File: src/rtl/ps2_pkg.sv
// rtl/ps2_pkg.sv - shared PS/2 types, command constants and helpers
//
// Purpose: common definitions for the PS/2 host transmit and keyboard receive
// paths.
// Contents:
//   ps2_tx_state_t   host transmitter FSM state encoding
//   PS2_CMD_*        host-to-keyboard command bytes
//   PS2_KEY_*        arrow-key scan codes (extended set 2, second byte)
//   us_to_cycles     microseconds -> system clock cycles
//   odd_parity       PS/2 frame parity bit for a data byte

package ps2_pkg;

    typedef enum logic [3:0] {
        IDLE,
        INHIBIT,
        RTS,
        WAIT_CLK,
        DATA,
        ACK,
        WAIT_IDLE,
        DONE,
        ERROR
    } ps2_tx_state_t;

    localparam logic [7:0] PS2_CMD_SET_LEDS = 8'hED;
    localparam logic [7:0] PS2_CMD_RESET    = 8'hFF;
    localparam logic [7:0] PS2_CMD_ENABLE   = 8'hF4;

    localparam logic [7:0] PS2_KEY_UP    = 8'h75;
    localparam logic [7:0] PS2_KEY_DOWN  = 8'h72;
    localparam logic [7:0] PS2_KEY_LEFT  = 8'h6B;
    localparam logic [7:0] PS2_KEY_RIGHT = 8'h74;

    // Integer MHz only; sub-MHz remainders of the clock are dropped.
    function automatic int unsigned us_to_cycles(input int unsigned clk_hz,
                                                 input int unsigned us);
        return (clk_hz / 1_000_000) * us;
    endfunction

    // The frame carries an odd number of ones across data + parity.
    function automatic logic odd_parity(input logic [7:0] d);
        return ~^d;
    endfunction

endpackage

File: src/rtl/ps2_sync_edge.sv
// rtl/ps2_sync_edge.sv - two-flop synchronizer with falling-edge detect
//
// Purpose: brings one raw PS/2 pin into the clk domain and flags its falling
// edges. Shared by the host transmitter and the keyboard receiver.
// Ports:
//   clk    in   system clock
//   reset  in   synchronous, active-low
//   pin    in   raw asynchronous pin
//   level  out  synchronized pin level
//   fe     out  one-cycle pulse when the synchronized level goes 1 -> 0

module ps2_sync_edge (
    input  logic clk,
    input  logic reset,
    input  logic pin,
    output logic level,
    output logic fe
);

    logic meta;
    logic sync;
    logic prev;

    // Reset to 1: an idle PS/2 line is pulled high, so no false edge
    // appears when reset is released.
    always_ff @(posedge clk) begin
        if (!reset) begin
            meta <= 1'b1;
            sync <= 1'b1;
            prev <= 1'b1;
        end else begin
            meta <= pin;
            sync <= meta;
            prev <= sync;
        end
    end

    assign level = sync;
    assign fe    = prev & ~sync;

endmodule

File: src/rtl/ps2_host_tx.sv
// rtl/ps2_host_tx.sv - PS/2 host-to-device command byte transmitter
//
// Purpose: sends one byte to a PS/2 device: inhibits the clock, issues
// request-to-send, shifts d0..d7, odd parity and stop on device clock falling
// edges, then checks the device ACK bit.
// Optional feature macro: PS2_TX_TIMEOUT_EN adds start and transfer timeouts
// that end the transfer with tx_error.
// Ports:
//   clk         in   system clock
//   reset       in   synchronous, active-low
//   tx_data     in   byte to send, captured on accept
//   tx_start    in   request, accepted while tx_busy is low
//   tx_busy     out  transfer in progress
//   tx_done     out  one-cycle pulse, byte ACKed
//   tx_error    out  one-cycle pulse, NACK or timeout
//   ps2_clk_in  in   raw PS2_CLK pin
//   ps2_dat_in  in   raw PS2_DAT pin
//   ps2_clk_oe  out  1 = pull PS2_CLK low
//   ps2_dat_oe  out  1 = pull PS2_DAT low

module ps2_host_tx
    import ps2_pkg::*;
#(
    parameter int unsigned CLK_FREQ_HZ      = 50_000_000,
    parameter int unsigned INHIBIT_US       = 120,
    parameter int unsigned START_TIMEOUT_US = 15000,
    parameter int unsigned XFER_TIMEOUT_US  = 2000
) (
    input  logic       clk,
    input  logic       reset,
    input  logic [7:0] tx_data,
    input  logic       tx_start,
    output logic       tx_busy,
    output logic       tx_done,
    output logic       tx_error,
    input  logic       ps2_clk_in,
    input  logic       ps2_dat_in,
    output logic       ps2_clk_oe,
    output logic       ps2_dat_oe
);

    localparam int unsigned INHIBIT_CYC = us_to_cycles(CLK_FREQ_HZ, INHIBIT_US);
    localparam int unsigned RTS_CYC     = us_to_cycles(CLK_FREQ_HZ, 1);
`ifdef PS2_TX_TIMEOUT_EN
    localparam int unsigned START_CYC   = us_to_cycles(CLK_FREQ_HZ, START_TIMEOUT_US);
    localparam int unsigned XFER_CYC    = us_to_cycles(CLK_FREQ_HZ, XFER_TIMEOUT_US);
`else
    localparam int unsigned unused_tmo_us = START_TIMEOUT_US + XFER_TIMEOUT_US;
`endif

    logic clk_level;
    logic clk_fe;
    logic dat_level;
    logic unused_dat_fe;

    ps2_sync_edge u_clk_sync (
        .clk   (clk),
        .reset (reset),
        .pin   (ps2_clk_in),
        .level (clk_level),
        .fe    (clk_fe)
    );

    ps2_sync_edge u_dat_sync (
        .clk   (clk),
        .reset (reset),
        .pin   (ps2_dat_in),
        .level (dat_level),
        .fe    (unused_dat_fe)
    );

    ps2_tx_state_t state_q, state_d;
    logic [7:0]    byte_q, byte_d;
    logic          parity_q, parity_d;
    logic [3:0]    bit_idx_q, bit_idx_d;
    logic [31:0]   cnt_q, cnt_d;
    logic          dat_oe_q, dat_oe_d;
`ifdef PS2_TX_TIMEOUT_EN
    logic [31:0]   tmo_q, tmo_d;
`endif

    always_comb begin
        state_d   = state_q;
        byte_d    = byte_q;
        parity_d  = parity_q;
        bit_idx_d = bit_idx_q;
        cnt_d     = cnt_q;
        dat_oe_d  = dat_oe_q;
`ifdef PS2_TX_TIMEOUT_EN
        tmo_d     = tmo_q + 32'd1;
`endif

        case (state_q)
            IDLE: begin
                dat_oe_d = 1'b0;
                if (tx_start) begin
                    byte_d   = tx_data;
                    parity_d = odd_parity(tx_data);
                    cnt_d    = '0;
                    state_d  = INHIBIT;
                end
            end

            INHIBIT: begin
                if (cnt_q == INHIBIT_CYC - 1) begin
                    cnt_d    = '0;
                    // Data goes low together with RTS entry: this is the
                    // start bit, held until the device's first falling edge.
                    dat_oe_d = 1'b1;
                    state_d  = RTS;
                end else begin
                    cnt_d = cnt_q + 32'd1;
                end
            end

            RTS: begin
                if (cnt_q == RTS_CYC - 1) begin
                    bit_idx_d = '0;
                    state_d   = WAIT_CLK;
`ifdef PS2_TX_TIMEOUT_EN
                    tmo_d     = '0;
`endif
                end else begin
                    cnt_d = cnt_q + 32'd1;
                end
            end

            WAIT_CLK: begin
                if (clk_fe) begin
                    dat_oe_d  = ~byte_q[0];
                    bit_idx_d = 4'd1;
                    state_d   = DATA;
`ifdef PS2_TX_TIMEOUT_EN
                    tmo_d     = '0;
                end else if (tmo_q == START_CYC - 1) begin
                    dat_oe_d  = 1'b0;
                    state_d   = ERROR;
`endif
                end
            end

            // bit_idx counts falling edges already seen: 1..7 -> d1..d7,
            // 8 -> parity, 9 -> stop (line released).
            DATA: begin
                if (clk_fe) begin
                    bit_idx_d = bit_idx_q + 4'd1;
                    if (bit_idx_q < 4'd8) begin
                        dat_oe_d = ~byte_q[bit_idx_q[2:0]];
                    end else if (bit_idx_q == 4'd8) begin
                        dat_oe_d = ~parity_q;
                    end else begin
                        dat_oe_d = 1'b0;
                        state_d  = ACK;
                    end
`ifdef PS2_TX_TIMEOUT_EN
                end else if (tmo_q == XFER_CYC - 1) begin
                    dat_oe_d = 1'b0;
                    state_d  = ERROR;
`endif
                end
            end

            ACK: begin
                if (clk_fe) begin
                    state_d = dat_level ? ERROR : WAIT_IDLE;
`ifdef PS2_TX_TIMEOUT_EN
                end else if (tmo_q == XFER_CYC - 1) begin
                    dat_oe_d = 1'b0;
                    state_d  = ERROR;
`endif
                end
            end

            // The device still holds data low after ACK; completion is
            // reported only once both lines are back to idle.
            WAIT_IDLE: begin
                if (clk_level && dat_level) begin
                    state_d = DONE;
                end
            end

            DONE, ERROR: begin
                dat_oe_d = 1'b0;
                state_d  = IDLE;
            end

            default: begin
                dat_oe_d = 1'b0;
                state_d  = IDLE;
            end
        endcase
    end

    always_ff @(posedge clk) begin
        if (!reset) begin
            state_q   <= IDLE;
            byte_q    <= '0;
            parity_q  <= 1'b0;
            bit_idx_q <= '0;
            cnt_q     <= '0;
            dat_oe_q  <= 1'b0;
`ifdef PS2_TX_TIMEOUT_EN
            tmo_q     <= '0;
`endif
        end else begin
            state_q   <= state_d;
            byte_q    <= byte_d;
            parity_q  <= parity_d;
            bit_idx_q <= bit_idx_d;
            cnt_q     <= cnt_d;
            dat_oe_q  <= dat_oe_d;
`ifdef PS2_TX_TIMEOUT_EN
            tmo_q     <= tmo_d;
`endif
        end
    end

    assign tx_busy    = (state_q != IDLE);
    assign tx_done    = (state_q == DONE);
    assign tx_error   = (state_q == ERROR);
    assign ps2_clk_oe = (state_q == INHIBIT) || (state_q == RTS);
    assign ps2_dat_oe = dat_oe_q;

endmodule
File: config.mk
export PLATFORM = sky130hd
export DESIGN_NAME = ps2_host_tx
export DESIGN_NICKNAME = d
export VERILOG_FILES = /design/src/rtl/ps2_pkg.sv /design/src/rtl/ps2_sync_edge.sv /design/src/rtl/ps2_host_tx.sv
export SDC_FILE = /design/constraint.sdc
export NUM_CORES = 1
export LEC_CHECK = 0
export CORE_UTILIZATION = 64
export CTS_CLUSTER_DIAMETER = 200
export DETAILED_ROUTE_END_ITERATION = 16
export PLACE_DENSITY_LB_ADDON = 0.1
export RECOVER_POWER = 50
export SYNTH_ARGS = -nofsm -noshare
export SYNTH_HDL_FRONTEND = slang
export SYNTH_HIERARCHICAL = 1
export SYNTH_SLANG_ARGS = --single-unit
File: constraint.sdc
create_clock -name clk -period 5.5 [get_ports clk]
set_clock_uncertainty 0.1 [all_clocks]
set_input_delay 1.65 -clock clk [delete_from_list [all_inputs] [get_ports clk]]
set_output_delay 1.65 -clock clk [all_outputs]
set_load 0.01 [all_outputs]
After elaboration in Yosys (flattened, before gate mapping) --
Cells that the tools add are included.
Storage, ports and cells: bits in registers 55, output and inout bits 5, input port bits 13
Cells by class: muxes and demuxes 27, $lt $le $gt $ge 2, equality and inequality tests 21, reductions and logical operators 13, add/sub/neg operators 2, bitwise operators 6
Operator list (number):
- 2-to-1 mux 32 bit | 3
- one-hot mux 32 bit (3 select lines) | 1
- 2-to-1 mux 4 bit | 13
- adder 32 x 1 -> 32 bit (second input constant) | 1
- == test 32 x 13 -> 1 bit (second input constant) | 1
- == test 32 x 6 -> 1 bit (second input constant) | 1
- one-hot mux 4 bit (7 select lines) | 1
- != test 2 bit (second input constant) | 10
- == test 4 x 3 -> 1 bit (second input constant) | 4
- one-hot mux 4 bit (3 select lines) | 1
- AND reduction 9 bit | 1
- == test 4 x 2 -> 1 bit (second input constant) | 2
- == test 4 bit (second input constant) | 2
- AND reduction 4 bit | 2
- XNOR reduction 8 bit | 1
- 2-to-1 mux 1 bit | 6
- nonzero test 3 bit | 2
- NOT 1 bit | 5
- adder 4 x 1 -> 4 bit (second input constant) | 1
- == test 4 x 1 -> 1 bit (second input constant) | 1
- logical NOT 4 bit | 1
- < comparator 3 x 4 -> 1 bit (second input constant) | 1
- < comparator 4 bit (second input constant) | 1
- one-hot mux 1 bit (4 select lines) | 1
- 8 further kinds | 8

Longest topological paths before layout --
depth in word-level cells 6, depth in mapped cells 10, depth with buffers taken out 7

By module --
Netlist, hierarchy kept.
Modules (own cells, without submodules):
- ps2_host_tx | seq. area each 1001.0 µm², cells an instance 344, times used 1, area each 2885.3 µm²
- ps2_sync_edge | seq. area each 60.1 µm², cells an instance 7, times used 2, area each 85.1 µm²

Worst setup path after synthesis --
Ideal clock, no wire load.
kind in2reg, start in tx_start, end reg cnt_q[14], arrival 2735 ps, data required time 5283 ps, path slack 2548 ps, cell stages on the path 7, path buffers 2, path through or3_1 and3_1 buf_2 buf_2 nand4_1 xor2_1 nor2_1
On the way: longest elaborated chain between the ends 2
Ends and longest elaborated chain:
- from (decl) | line ps2_host_tx.sv:32 | input logic tx_start,
- != test 2 bit (no line)
- AND reduction 3 bit (no line)
- to (signal assigned) | line ps2_host_tx.sv:210 | cnt_q <= cnt_d;
- to (decl) | line ps2_host_tx.sv:76 | logic [31:0] cnt_q, cnt_d;
Every way passes these cells. A chain may end at the register's enable or synchronous reset.

Worst setup path after layout --
start reg state_q[1], end out ps2_clk_oe
On the way: longest elaborated chain between the ends 2
Ends and longest elaborated chain:
- from (decl) | line ps2_host_tx.sv:72 | ps2_tx_state_t state_q, state_d;
- from (signal assigned) | line ps2_host_tx.sv:206 | state_q <= state_d;
- == test 4 x 1 -> 1 bit / == test 4 x 2 -> 1 bit (equally long branches) | line ps2_host_tx.sv:221 | assign ps2_clk_oe = (state_q == INHIBIT) || (state_q == RTS);
- logical OR 1 bit * | line ps2_host_tx.sv:221
- to (decl) | line ps2_host_tx.sv:38 | output logic ps2_clk_oe,
Every way passes the cells marked *; elsewhere a longest branch is shown, timed or not.

==> metrics.cfg <==
[floorplanning]
die-area_um2 = 5000
io-pin-count = 18
core.rowCount = 24
initial_core_util_pct = 68.0
die_h_um = 70.7
fp.coreArea_um2 = 4440
die_x_um = 70.7

[worst_setup_path]
cp_slowest_cell = dfxtp_1
reg2reg_depth = 7
cp_top_family = flip-flops
crit_path_max_incr_delay_ns = 0.68
r2r-start = cnt_q[0]
cp.arrival_ns = 2.13
cp_num_buf_inv = 1
worstPathRequired_ns = 3.75
cp.depth = 3
path_cells = nand2b_1 -> a21oi_1 -> clkdlybuf4s50_1
startpoint_type = register
ff2ff_setup_slack_ns = 2.16
crit_path_end = ps2_clk_oe
crit_path_end_kind = output pin
crit_path_start = state_q[1]
cp_max_fo = 17
rr_endpoint = cnt_q[2]
criticalPathCategory = reg -> out

[power]
power_density_nw_per_um2 = 312
cellLeakagePower_nw = 1.12
total_power_mw = 1.02
peakVddDrop_mv = 0.157

[cts]
cts_tree = yes
ctsResizeCount = 0
clock-root-buffer = clkbuf_8
clock_latency_ns = 0.31
htreeDepth = 2
post_cts_buffers = 0
clock_path_buffers = 2
clkTransAtPathRegs_ns = 0.09
cts_inserted_buffers = 5
ctsHoldBuffers = 0
cts_sinks = 55

[placement]
placement.io_buffers = 17
gp_congestion = 0.881
dp_cells = 408
dp_hpwl_um = 4460

[layout]
num-fill-cells = 334
ff_latch_area_um2 = 1100
fin_cells = 416
drive_gt1_share_pct = 5.22
antennaDiodeCount = 0
multi_input_area_um2 = 1800
utilization_pct = 73.3
syn2layout_area_growth_pct = 7.78
layout.nets = 380

[status]
run_status = finished, final reports clean

[global_route]
grt_pass1_wl_um = 11200
gr-usage-all-layers_pct = 27.7
overflow = 0
grt_max_degree = 35
grt_pass1_vias = 2462
antenna_found_initial = 0

[worst_hold_path]
min_path_type = reg -> reg

[timing]
slew_viol_final = 0
setup_viol_count_final = 0
period_minus_slack_ns = 3.88
setup_tns_ns = 0
finalHoldWorstSlack_ns = 0.316
hold_viol_final = 0
fmax_mhz = 258
rsz0062_at_grt = false
fin_crit_sh_pct = 70.5
relSlewSlack_pct = 14.7
worst_pin_slew_ns = 1.28

[route]
dr.pass1.iters = 4
vias = 2671
wire_per_inst_um = 15.4
drt-initial-drc-count = 184
wl_um = 6410
ant_nets = 0
drc = 0
viasPerCell = 6.42

[synthesis]
syn_area_per_cell_um2 = 8.52
syn-num-nets = 372
synth_area_um2 = 3020
yosysWarnings = 6
netlist_instances = 355

[job]
drv_cap = 0

-- state kept, by name, summed over array words and instances (netlist names) --
| signal | flops |
|---|---|
| cnt_q | 32 |
| bit_idx_q | 4 |
| ps2_dat_oe | 1 |
| byte_q | 8 |
| parity_q | 1 |
| u_dat_sync/level | 1 |
| u_clk_sync/meta | 1 |
| state_q | 4 |
| u_clk_sync/level | 1 |
| u_clk_sync/prev | 1 |
| u_dat_sync/meta | 1 |
-- power by group --
group	switching, mW	internal, mW	leakage (nW)
combinational	0.187	0.136	0.636
sequential	0.0421	0.427	0.446
clock	0.133	0.0894	0.0412
total	0.363	0.653	1.12
-- layer usage --
metal	global-route usage, %	wire length, um	up-vias
li1	-	-	1326
met1	39.5	3110	1270
met2	42.5	2970	67
met3	4.84	255	8
met4	9.11	75	0
met5	0	0	-
-- placed cells by master, fill, tap and decap left out, types with 2 or more instances in the layout --
cell type and instances:
nor4b_1 3, ha_1 4, clkbuf_1 3, nor2b_1 3
xnor2_1 15, dlygate4sd3_1 3, and2_1 4, nand3b_1 3
a311oi_1 2, mux4_2 2, or3_1 13, nand3_1 19
o31ai_1 9, nand2_1 25, xor2_1 6, and3b_1 2
or4_1 7, o22ai_1 3, o211ai_1 5, clkbuf_8 5
a21o_1 2, dfxtp_1 55, a21oi_1 21, mux2i_1 13
nor2_1 32, and4_1 7, clkdlybuf4s50_1 14, nand2b_1 10
nand4_1 15, and3_1 8, inv_1 7, o21ai_0 9
nor3_1 5, nor4_1 9
-- through the flow --
step | instance area [um2] | setup slack (ns)
3_3_place_gp | 3180 | 1.61
2_1_floorplan | 3020 | 2.55
3_5_place_dp | 3180 | 1.51
5_1_grt | 3260 | 1.47
4_1_cts | 3270 | 1.62
6_report | 3260 | 1.62
-- how the worst min path moves through the flow --
| stage | to | cells after the start | slack (ns) | from |
|---|---|---|---|---|
| 2_1_floorplan | u_clk_sync/level | 1 | 0.29 | u_clk_sync/meta |
| 3_3_place_gp | u_dat_sync/level | 1 | 0.29 | u_dat_sync/meta |
| 3_5_place_dp | u_clk_sync/level | 1 | 0.30 | u_clk_sync/meta |
| 4_1_cts | u_clk_sync/level | 1 | 0.32 | u_clk_sync/meta |
| 5_1_grt | u_clk_sync/level | 1 | 0.34 | u_clk_sync/meta |
| 6_report | u_clk_sync/level | 1 | 0.32 | u_clk_sync/meta |
-- cell type report --
type / count / area share (%)
clock buffers: 6 / 2.23
clock inverters: 2 / 0.384
inverters: 7 / 0.806
multi-input cells: 275 / 55.3
flip-flops and latches: 55 / 33.8
well taps: 52 / 2.00
repair buffers: 19 / 5.45
-- worst register-to-register path, stage by stage, from the launching register on --
cell and delay [ns]:
dfxtp_1 0.43, ha_1 0.23, nand3_2 0.17, nor4_1 0.49, a31oi_1 0.27, o41ai_4 0.32
clkbuf_1 0.97, o21ba_2 0.28
Power figures use the tool's default switching activity.
